### src/rtl/control_pkg.sv
// Shared opcode, ALUOp and control-word definitions for the MIPS main control decoder.
package control_pkg;

  localparam int unsigned OPCODE_W = 6;
  localparam int unsigned ALUOP_W  = 2;

  // Opcode field values (instruction[31:26])
  localparam logic [OPCODE_W-1:0] OP_RTYPE = 6'b000000;
  localparam logic [OPCODE_W-1:0] OP_LW    = 6'b100011;
  localparam logic [OPCODE_W-1:0] OP_SW    = 6'b101011;
  localparam logic [OPCODE_W-1:0] OP_BEQ   = 6'b000100;
  localparam logic [OPCODE_W-1:0] OP_BNE   = 6'b000101;
  localparam logic [OPCODE_W-1:0] OP_J     = 6'b000010;
  localparam logic [OPCODE_W-1:0] OP_ADDI  = 6'b001000;

  // ALU operation class handed to the ALU control unit
  localparam logic [ALUOP_W-1:0] ALUOP_ADD   = 2'b00;
  localparam logic [ALUOP_W-1:0] ALUOP_SUB   = 2'b01;
  localparam logic [ALUOP_W-1:0] ALUOP_FUNCT = 2'b10;

  // Full set of datapath steering fields produced per opcode
  typedef struct packed {
    logic               reg_dst;
    logic               branch;
    logic               jump;
    logic               mem_read;
    logic               mem_to_reg;
    logic [ALUOP_W-1:0] alu_op;
    logic               mem_write;
    logic               alu_src;
    logic               reg_write;
    logic               branch_test;
  } ctrl_t;

endpackage : control_pkg

### src/rtl/control_main_decoder.sv
// Purely combinational opcode-to-control-word decode; unknown opcodes decode to an all-zero NOP.
module control_main_decoder
  import control_pkg::*;
(
  input  logic [OPCODE_W-1:0] opcode_i,
  output ctrl_t               ctrl_o
);

  // Opcode decode; everything not set for an opcode stays at the zero default
  always_comb begin
    ctrl_o = '0;
    case (opcode_i)
      OP_RTYPE: begin
        ctrl_o.reg_dst   = 1'b1;
        ctrl_o.reg_write = 1'b1;
        ctrl_o.alu_op    = ALUOP_FUNCT;
      end
      OP_LW: begin
        ctrl_o.alu_src    = 1'b1;
        ctrl_o.mem_read   = 1'b1;
        ctrl_o.mem_to_reg = 1'b1;
        ctrl_o.reg_write  = 1'b1;
        ctrl_o.alu_op     = ALUOP_ADD;
      end
      OP_SW: begin
        ctrl_o.alu_src   = 1'b1;
        ctrl_o.mem_write = 1'b1;
        ctrl_o.alu_op    = ALUOP_ADD;
      end
      OP_BEQ: begin
        ctrl_o.branch      = 1'b1;
        ctrl_o.branch_test = 1'b1;
        ctrl_o.alu_op      = ALUOP_SUB;
      end
      OP_BNE: begin
        ctrl_o.branch      = 1'b1;
        ctrl_o.branch_test = 1'b0;
        ctrl_o.alu_op      = ALUOP_SUB;
      end
      OP_J: begin
        ctrl_o.jump = 1'b1;
      end
      OP_ADDI: begin
        ctrl_o.alu_src   = 1'b1;
        ctrl_o.reg_write = 1'b1;
        ctrl_o.alu_op    = ALUOP_ADD;
      end
      default: ctrl_o = '0;
    endcase
  end

endmodule : control_main_decoder

### src/rtl/control.sv
// MIPS single-cycle main control: zero-latency opcode decode gated by a sampled active-low reset.
module control
  import control_pkg::*;
(
  input  logic                clk,
  input  logic                reset,
  input  logic [OPCODE_W-1:0] instruction,
  output logic                RegDst,
  output logic                Branch,
  output logic                Jump,
  output logic                MemRead,
  output logic                MemtoReg,
  output logic [ALUOP_W-1:0]  ALUOp,
  output logic                MemWrite,
  output logic                ALUSrc,
  output logic                RegWrite,
  output logic                BranchTest
);

  logic  rst_q;
  logic  rst_d;
  ctrl_t dec_c;
  ctrl_t gated_c;

  control_main_decoder u_main_decoder (
    .opcode_i (instruction),
    .ctrl_o   (dec_c)
  );

  assign rst_d = ~reset;

  // Reset is only honoured once sampled on a rising edge
  always_ff @(posedge clk) begin
    rst_q <= rst_d;
  end

  // Force every steering signal inactive while the sampled reset is held
  always_comb begin
    gated_c = '0;
    if (!rst_q) begin
      gated_c = dec_c;
    end
  end

  assign RegDst     = gated_c.reg_dst;
  assign Branch     = gated_c.branch;
  assign Jump       = gated_c.jump;
  assign MemRead    = gated_c.mem_read;
  assign MemtoReg   = gated_c.mem_to_reg;
  assign ALUOp      = gated_c.alu_op;
  assign MemWrite   = gated_c.mem_write;
  assign ALUSrc     = gated_c.alu_src;
  assign RegWrite   = gated_c.reg_write;
  assign BranchTest = gated_c.branch_test;

endmodule : control

### config.mk
export PLATFORM = sky130hd
export DESIGN_NAME = control
export DESIGN_NICKNAME = d
export VERILOG_FILES = /design/src/rtl/control_pkg.sv /design/src/rtl/control_main_decoder.sv /design/src/rtl/control.sv
export SDC_FILE = /design/constraint.sdc
export NUM_CORES = 1
export LEC_CHECK = 0
export CORE_AREA = 3 3 40 42
export CTS_BUF_LIST = sky130_fd_sc_hd__clkbuf_8 sky130_fd_sc_hd__clkbuf_16
export DETAILED_ROUTE_END_ITERATION = 16
export DIE_AREA = 0 0 43 45
export PLACE_DENSITY = 0.59
export RECOVER_POWER = 100
export SYNTH_ARGS = -nofsm -noshare
export SYNTH_HDL_FRONTEND = slang
export SYNTH_HIERARCHICAL = 1
export SYNTH_SLANG_ARGS = --single-unit
### constraint.sdc
create_clock -name clk -period 3.9 [get_ports clk]
set_input_delay 0.78 -clock clk [delete_from_list [all_inputs] [get_ports clk]]
set_output_delay 0.78 -clock clk [all_outputs]
set_load 0.01 [all_outputs]
# ---- Word level (Yosys, flattened, before mapping)
# Index checks and enable logic that the tools add are counted.
dict set report word_totals {
  in_bits 8
  ramBits 0
  mem_bits_ro 0
  wordCells 22
  memories 0
  latch_bits 0
  out_inout_bits 11
  ff_bits 1
}
dict set report op_classes {
  bitwise_logic 1
  div 0
  n_mux 10
  mul 0
  reduce_logical 4
  n_shift 0
  n_lt_le_gt_ge 0
  n_eq_ne 6
  addsub 0
}
# cell count
set ops {}
lappend ops {{$eq A6 B3 Y1 const B} 2}
lappend ops {{$eq A6 B6 Y1 const B} 2}
lappend ops {{$mux W11} 1}
lappend ops {{$mux W1} 7}
lappend ops {{$eq A6 B2 Y1 const B} 1}
lappend ops {{$eq A6 B4 Y1 const B} 1}
lappend ops {{$logic_not A6 Y1} 1}
lappend ops {{$reduce_or A3 Y1} 2}
lappend ops {{$pmux W2 S2} 1}
lappend ops {{$mux W2} 1}
lappend ops {{$reduce_or A2 Y1} 1}
lappend ops {{$not A1 Y1} 1}

# ---- Depth between registers and ports, before layout
# Gate-level depths: netlist of run 1.
dict set report logic_depth {
  ltp_word 4
  ltp_mapped 5
  mapped_depth_nobuf 3
}

# ---- Modules after synthesis
# Netlist of run 1, hierarchy kept.
# mod area_per_inst_um2 seq_area_each_um2 instances cells_per_inst
set by_module_without_submodules {}
lappend by_module_without_submodules {control 141.4 20.0 1 14}
lappend by_module_without_submodules {control_main_decoder 135.1 0.0 1 20}

# ---- Least setup slack after synthesis of run 1
# Ideal clock, no wire load.
dict set report synth_path {
  path_kind {input -> output}
  from {in instruction[5]}
  to {out ALUSrc}
  t_required_ns 3.120
  setup_slack_ns 1.415
  t_arrival_ns 1.705
  cell_stages 3
  path_cell_list {or4b_1 -> a211oi_2 -> nor2b_2}
}
# item line_no
set synth_rtl {}
lappend synth_rtl {{from (decl)} control.sv:7} ;# input logic [OPCODE_W-1:0] instruction,
lappend synth_rtl {{to (decl)} control.sv:15} ;# output logic ALUSrc,

==> results.yml, run 1 <==
layout:
  drive_gt1_share_pct: 26.5
  synthToLayoutAreaGrowth_pct: 62.9
  largest_reg_flops: 1
  mostFrequentLayoutCells: "dlygate4sd3_1 (10), clkdlybuf4s50_1 (8), nor2b_2 (7)"
  fill_cells: 149
  layout_commonest_cell: "dlygate4sd3_1"
  nNetsFinal: 59
  n_antenna_cell: 0
  largestRegisters: "rst_q: 1 flops"
  largest-register: "rst_q"
outcome:
  status: "finished, final reports clean"
clock_tree:
  cts_hold_buffers: 0
  clk_pin_slew_ps: 0
  cts_resized: 0
  cts_setup_buffers: 0
sta:
  setup_viol: 0
  hold_viol_final: 0
  drv_slew: 0
  period_needed_ps: 3670
  slew_headroom_pct: 61.5
  clock.fmax_ghz: 0.273
  tightestPinTransition_ps: 576
  fin_setup_tns_ps: 0
  rsz0062_at_grt: "false"
  setup_ws_ps: 234
  fin_crit_sh_pct: 94.0
logic_synthesis:
  synthesis.area_um2: 277
  synth-main-ff-cell: "dfxtp_1"
  ys_seq_area_share_pct: 7.24
  synth_cell_types: 21
  synth_top_area_share_pct: 25.3
  synth_edf_count: 0
  yosysWarnings: 6
  synthTopCellsByArea: "nor2b_2 (25%), nor2b_4 (10%), dfxtp_1 (7.2%)"
  yosysTopAreaCell: "nor2b_2"
  synth_async_sr_flop_share_pct: 0
  syn_nets: 42
  ys_ff_latch: 1
  netlist_instances: 34
  syn_area_per_cell_um2: 8.13
global_routing:
  grt.met3_usage_pct: 0.398
  antenna_found_initial: 0
  use_met2_pct: 10.5
  grtUsageMet1_pct: 9.79
  grt-busiest-layer: "met2"
  grt-ovfl-total: 0
  grt_usage_pct: 6.39
  grt_pass1_vias: 256
  grt_pass1_wl_um: 1040
  grt_start_max_net_pins: 12
critical_path:
  critPathSlowestCell: "dlygate4sd3_1"
  worstPathArrival_ps: 2890
  start_kind: "primary input"
  cp_max_fo: 6
  cpLargestDelayFamily: "buffers and inverters"
  crit_required_ps: 3120
  cp_common_cell: "dlygate4sd3_1"
  slowest_delay_ps: 620
  critPathBufInv: 2
  worstSetupPathType: "primary input to primary output"
  endpoint_kind: "primary output"
  crit_chain: "dlygate4sd3_1, or4_1, nor3_1, nor2b_2, dlygate4sd3_1"
placed_design:
  gp_congestion: 0.695
  io_buffers: 18
  dp_hpwl_um: 495
  pre_cts_slack_ps: 390
die:
  start_util_pct: 21.5
  die_area_um2: 1940
  fp-row-count: 13
  core_um2: 1280
  pin_count: 19
  dieHeight_um: 45
  fp.dieW_um: 43
pwr:
  power_leakage_nw: 0.158
  vdd_drop_max_uv: 70.4
  power_density_nw_per_um2: 73.6
routing:
  finalWirelength_um: 598
  routedWlPerCell_um: 9.34
  viasPerCell: 4.28
  detail_route.first_pass.iterations: 2
  drc_errors: 0
  ant_nets: 0
  vias: 274
  drtIter0Drc: 1
worst_hold_path:
  min_path_type: "primary input to register"
flow_run:
  max_cap_viol_count: 0
cells by family (layout without fill, tap and decap cells):
group | after synthesis | count (layout) | share of synthesized area (%)
buffers and inverters | 5 | 20 | 12.2
DFF | 1 | 1 | 7.24
and+or+nand+nor | 26 | 26 | 73.3
AOI/OAI and AO/OA | 2 | 2 | 7.24
final timing paths:
| path | start | endpoint | slack, ps | cells after the start |
|---|---|---|---|---|
| setup / recovery | instruction[4] | RegDst | 230 | 5 |
| hold / removal | reset | rst_q$_DFF_P_ | 1390 | 2 |
report_power, final:
group	internal [mW]	total [mW]	switching [mW]
Clock	0	0	0
Sequential	0.0110	0.0136	0.00258
Combinational	0.0113	0.0196	0.00825
Total	0.0223	0.0332	0.0108
cells in the mapped netlist, types with 2 or more instances:
| library cell | n |
|---|---|
| nor2b_2 | 8 |
| nor3_1 | 3 |
| buf_4 | 2 |
| nand2b_1 | 2 |
| nor2b_4 | 2 |
| nor4_1 | 2 |
per-layer routing:
layer	vias up	part of all wire, %
met4	0	0
met1	114	48
met2	12	45
met5	-	0
li1	148	-
met3	0	7.7
stage by stage:
step | cells | hold slack, ps | power, mW | utilization [%] | instance area (um^2)
2_1_floorplan | 34 | 837 | 0.0222 | - | 277
3_3_place_gp | 64 | 1250 | 0.0342 | 35.2 | 453
3_5_place_dp | 64 | 1260 | 0.0343 | 35.2 | 453
4_1_cts | 64 | 1260 | 0.0344 | 35.2 | 453
5_1_grt | 64 | 1420 | 0.0355 | 35.1 | 450
6_report | 64 | 1390 | 0.0332 | 35.1 | 450
cell type report:
cell class,instances,area [um^2],area share (%)
inverter,1,3.75,0.833
timing repair buffer,19,188,41.7
tap,15,18.8,4.17
sequential,1,20.0,4.44
multi-input combinational,28,220,48.9
No activity file was read; power rests on OpenSTA's default activity.
==> inputs of run 2 (changes only) <==
Settings changed: PLACE_DENSITY 0.59 to 0.49, SLEW_MARGIN set to 20, SYNTH_HIERARCHICAL 1 to unset.
==> run 2 against run 1 <==
- combinational power is 16% lower
- total power decreased by 16%
- via count fell by 20%
- die area unchanged
- synthesized area decreased by 43%
- maximum frequency is 4.6% higher
- global-route usage down 0.99 points
- critical path depth fell by 1
- synthesized cell count decreased by 32%
- worst hold slack worse by 1.4 ps
- cell count is 17% lower
- critical path type unchanged
- largest power group unchanged
==> results.yml, run 2 <==
sta:
  setup_viol: 0
  tightestPinTransition_ps: 307
  period_needed_ps: 3510
  clock.fmax_ghz: 0.285
  fin_crit_sh_pct: 89.9
  fin_setup_tns_ps: 0
  rsz0062_at_grt: "false"
  setup_ws_ps: 394
  slew_headroom_pct: 79.4
  drv_slew: 0
  hold_viol_final: 0
layout:
  layout_commonest_cell: "dlygate4sd3_1"
  drive_gt1_share_pct: 2.63
  largestRegisters: "rst_q: 1 flops"
  synthToLayoutAreaGrowth_pct: 113
  multi_input_area_um2: 110
  largest_reg_flops: 1
  fill_cells: 158
  n_antenna_cell: 0
  largest-register: "rst_q"
  mostFrequentLayoutCells: "dlygate4sd3_1 (12), clkdlybuf4s50_1 (6), nor3_1 (5)"
  sequential_cell_area_um2: 20.0
  post-route-cell-area_um2: 337
  nNetsFinal: 48
  final_util_pct: 26.2
logic_synthesis:
  synthTopCellsByArea: "nor3_1 (16%), dfxtp_1 (13%), buf_4 (9.5%)"
  yosys.area_share.simple_pct: 63.5
  synth_top_area_share_pct: 15.9
  ys_ff_latch: 1
  yosysWarnings: 0
  synth-main-ff-cell: "dfxtp_1"
  synth_top_family_by_area: "simple AND/OR/NAND/NOR gates"
  synth_compound_area_share_pct: 6.35
  synth_common_cells: "nor3_1 (5), a21oi_1 (2), buf_4 (2), inv_1 (2), or3_1 (2)"
  synth_cell_types: 15
  syn_area_per_cell_um2: 6.85
  synthAdderAreaFrac_pct: 0
  synth_xor_area_share_pct: 0
  synth_async_sr_flop_share_pct: 0
  synth_edf_count: 0
  synthesis.area_um2: 158
  yosysTopAreaCell: "nor3_1"
  muxShareOfSynthArea_pct: 0
  synth.most_common_cell: "nor3_1"
  ys_seq_area_share_pct: 12.7
  syn_nets: 31
  netlist_instances: 23
global_routing:
  grt_start_max_net_pins: 9
  grt-ovfl-total: 0
  grt_pass1_wl_um: 869
  antenna_found_initial: 0
  grt_pass1_vias: 198
  grt_usage_pct: 5.40
critical_path:
  start_kind: "primary input"
  endpoint_kind: "primary output"
  cp_max_fo: 8
  crit_required_ps: 3120
  cpLargestDelayFamily: "buffers and inverters"
  worstPathArrival_ps: 2730
  slowest_delay_ps: 710
  critPathLaunch: "instruction[3]"
  crit_chain: "dlygate4sd3_1, or4b_1, a21oi_1, dlygate4sd3_1"
  critPathSlowestCell: "dlygate4sd3_1"
  cp_common_cell: "dlygate4sd3_1"
  worstSetupPathType: "primary input to primary output"
  critPathBufInv: 2
routing:
  detail_route.first_pass.iterations: 4
  vias: 220
  viasPerCell: 4.15
  drtIter0Drc: 2
  routedWlPerCell_um: 9.62
  ant_nets: 0
  finalWirelength_um: 510
  drc_errors: 0
pwr:
  power_density_nw_per_um2: 82.4
  vdd_drop_max_uv: 52.3
  power_leakage_nw: 0.147
die:
  fp.dieW_um: 43
  start_util_pct: 12.3
  core_um2: 1280
  dieHeight_um: 45
  die_area_um2: 1940
  pin_count: 19
  fp-row-count: 13
clock_tree:
  cts_hold_buffers: 0
  clk_pin_slew_ps: 0
  cts_resized: 0
  cts_setup_buffers: 0
worst_hold_path:
  holdPathStages: 2
  hp-start: "reset"
  min_path_type: "primary input to register"
  hold_path_end: "rst_q$_DFF_P_"
flow_run:
  max_cap_viol_count: 0
placed_design:
  gp_congestion: 0.592
  io_buffers: 18
  pre_cts_slack_ps: 513
  dp_hpwl_um: 409
  place_area_um2: 337
outcome:
  status: "finished, final reports clean"
-- run 2: logic make-up (layout without fill, tap and decap cells) --
logic type	count (synthesis)	in the layout
flops	1	1
simple gates	15	15
compound gates	2	2
buf+inv	5	20
-- run 2: stage by stage --
step / power [mW] / hold slack [ps] / cells
2_1_floorplan: 0.0165 / 837 / 23
3_3_place_gp: 0.0285 / 1250 / 53
3_5_place_dp: 0.0285 / 1250 / 53
4_1_cts: 0.0286 / 1250 / 53
5_1_grt: 0.0299 / 1400 / 53
6_report: 0.0277 / 1380 / 53
-- run 2: worst max-delay path by stage --
stage               cells past startpoint       end  slack [ps]
floorplan                               4  MemtoReg        1290
global placement                        4    ALUSrc         540
detailed placement                      4    ALUSrc         510
CTS                                     4    ALUSrc         510
global route                            4    ALUSrc         230
finish                                  4    ALUSrc         390
-- run 2: metal layers --
layer / share of wire [%] / GRT usage, % / vias to the layer above
li1: - / - / 116
met1: 48 / 9.09 / 91
met2: 41 / 7.49 / 13
met3: 11 / 0.797 / 0
met4: 0 / 0 / 0
met5: 0 / 0 / -
-- run 2: area by class of cell --
class,instances,share of cell area [%]
tap,15,5.58
timing repair buffer,18,53.5
inverter,2,2.23
multi-input combinational,17,32.7
sequential,1,5.95
-- run 2: power by group --
| group | internal, mW | leakage (nW) | total [mW] | switching [mW] |
|---|---|---|---|---|
| Combinational | 0.00910 | 0.139 | 0.0165 | 0.00745 |
| Clock | 0 | 0 | 0 | 0 |
| Sequential | 0.0110 | 0.00844 | 0.0112 | 0.000192 |
==> inputs of run 3 (changes only) <==
Settings changed: CTS_CLUSTER_SIZE set to 40.
==> results of run 3 <==
The final DEF is identical to that of run 2; final timing and power are the same.
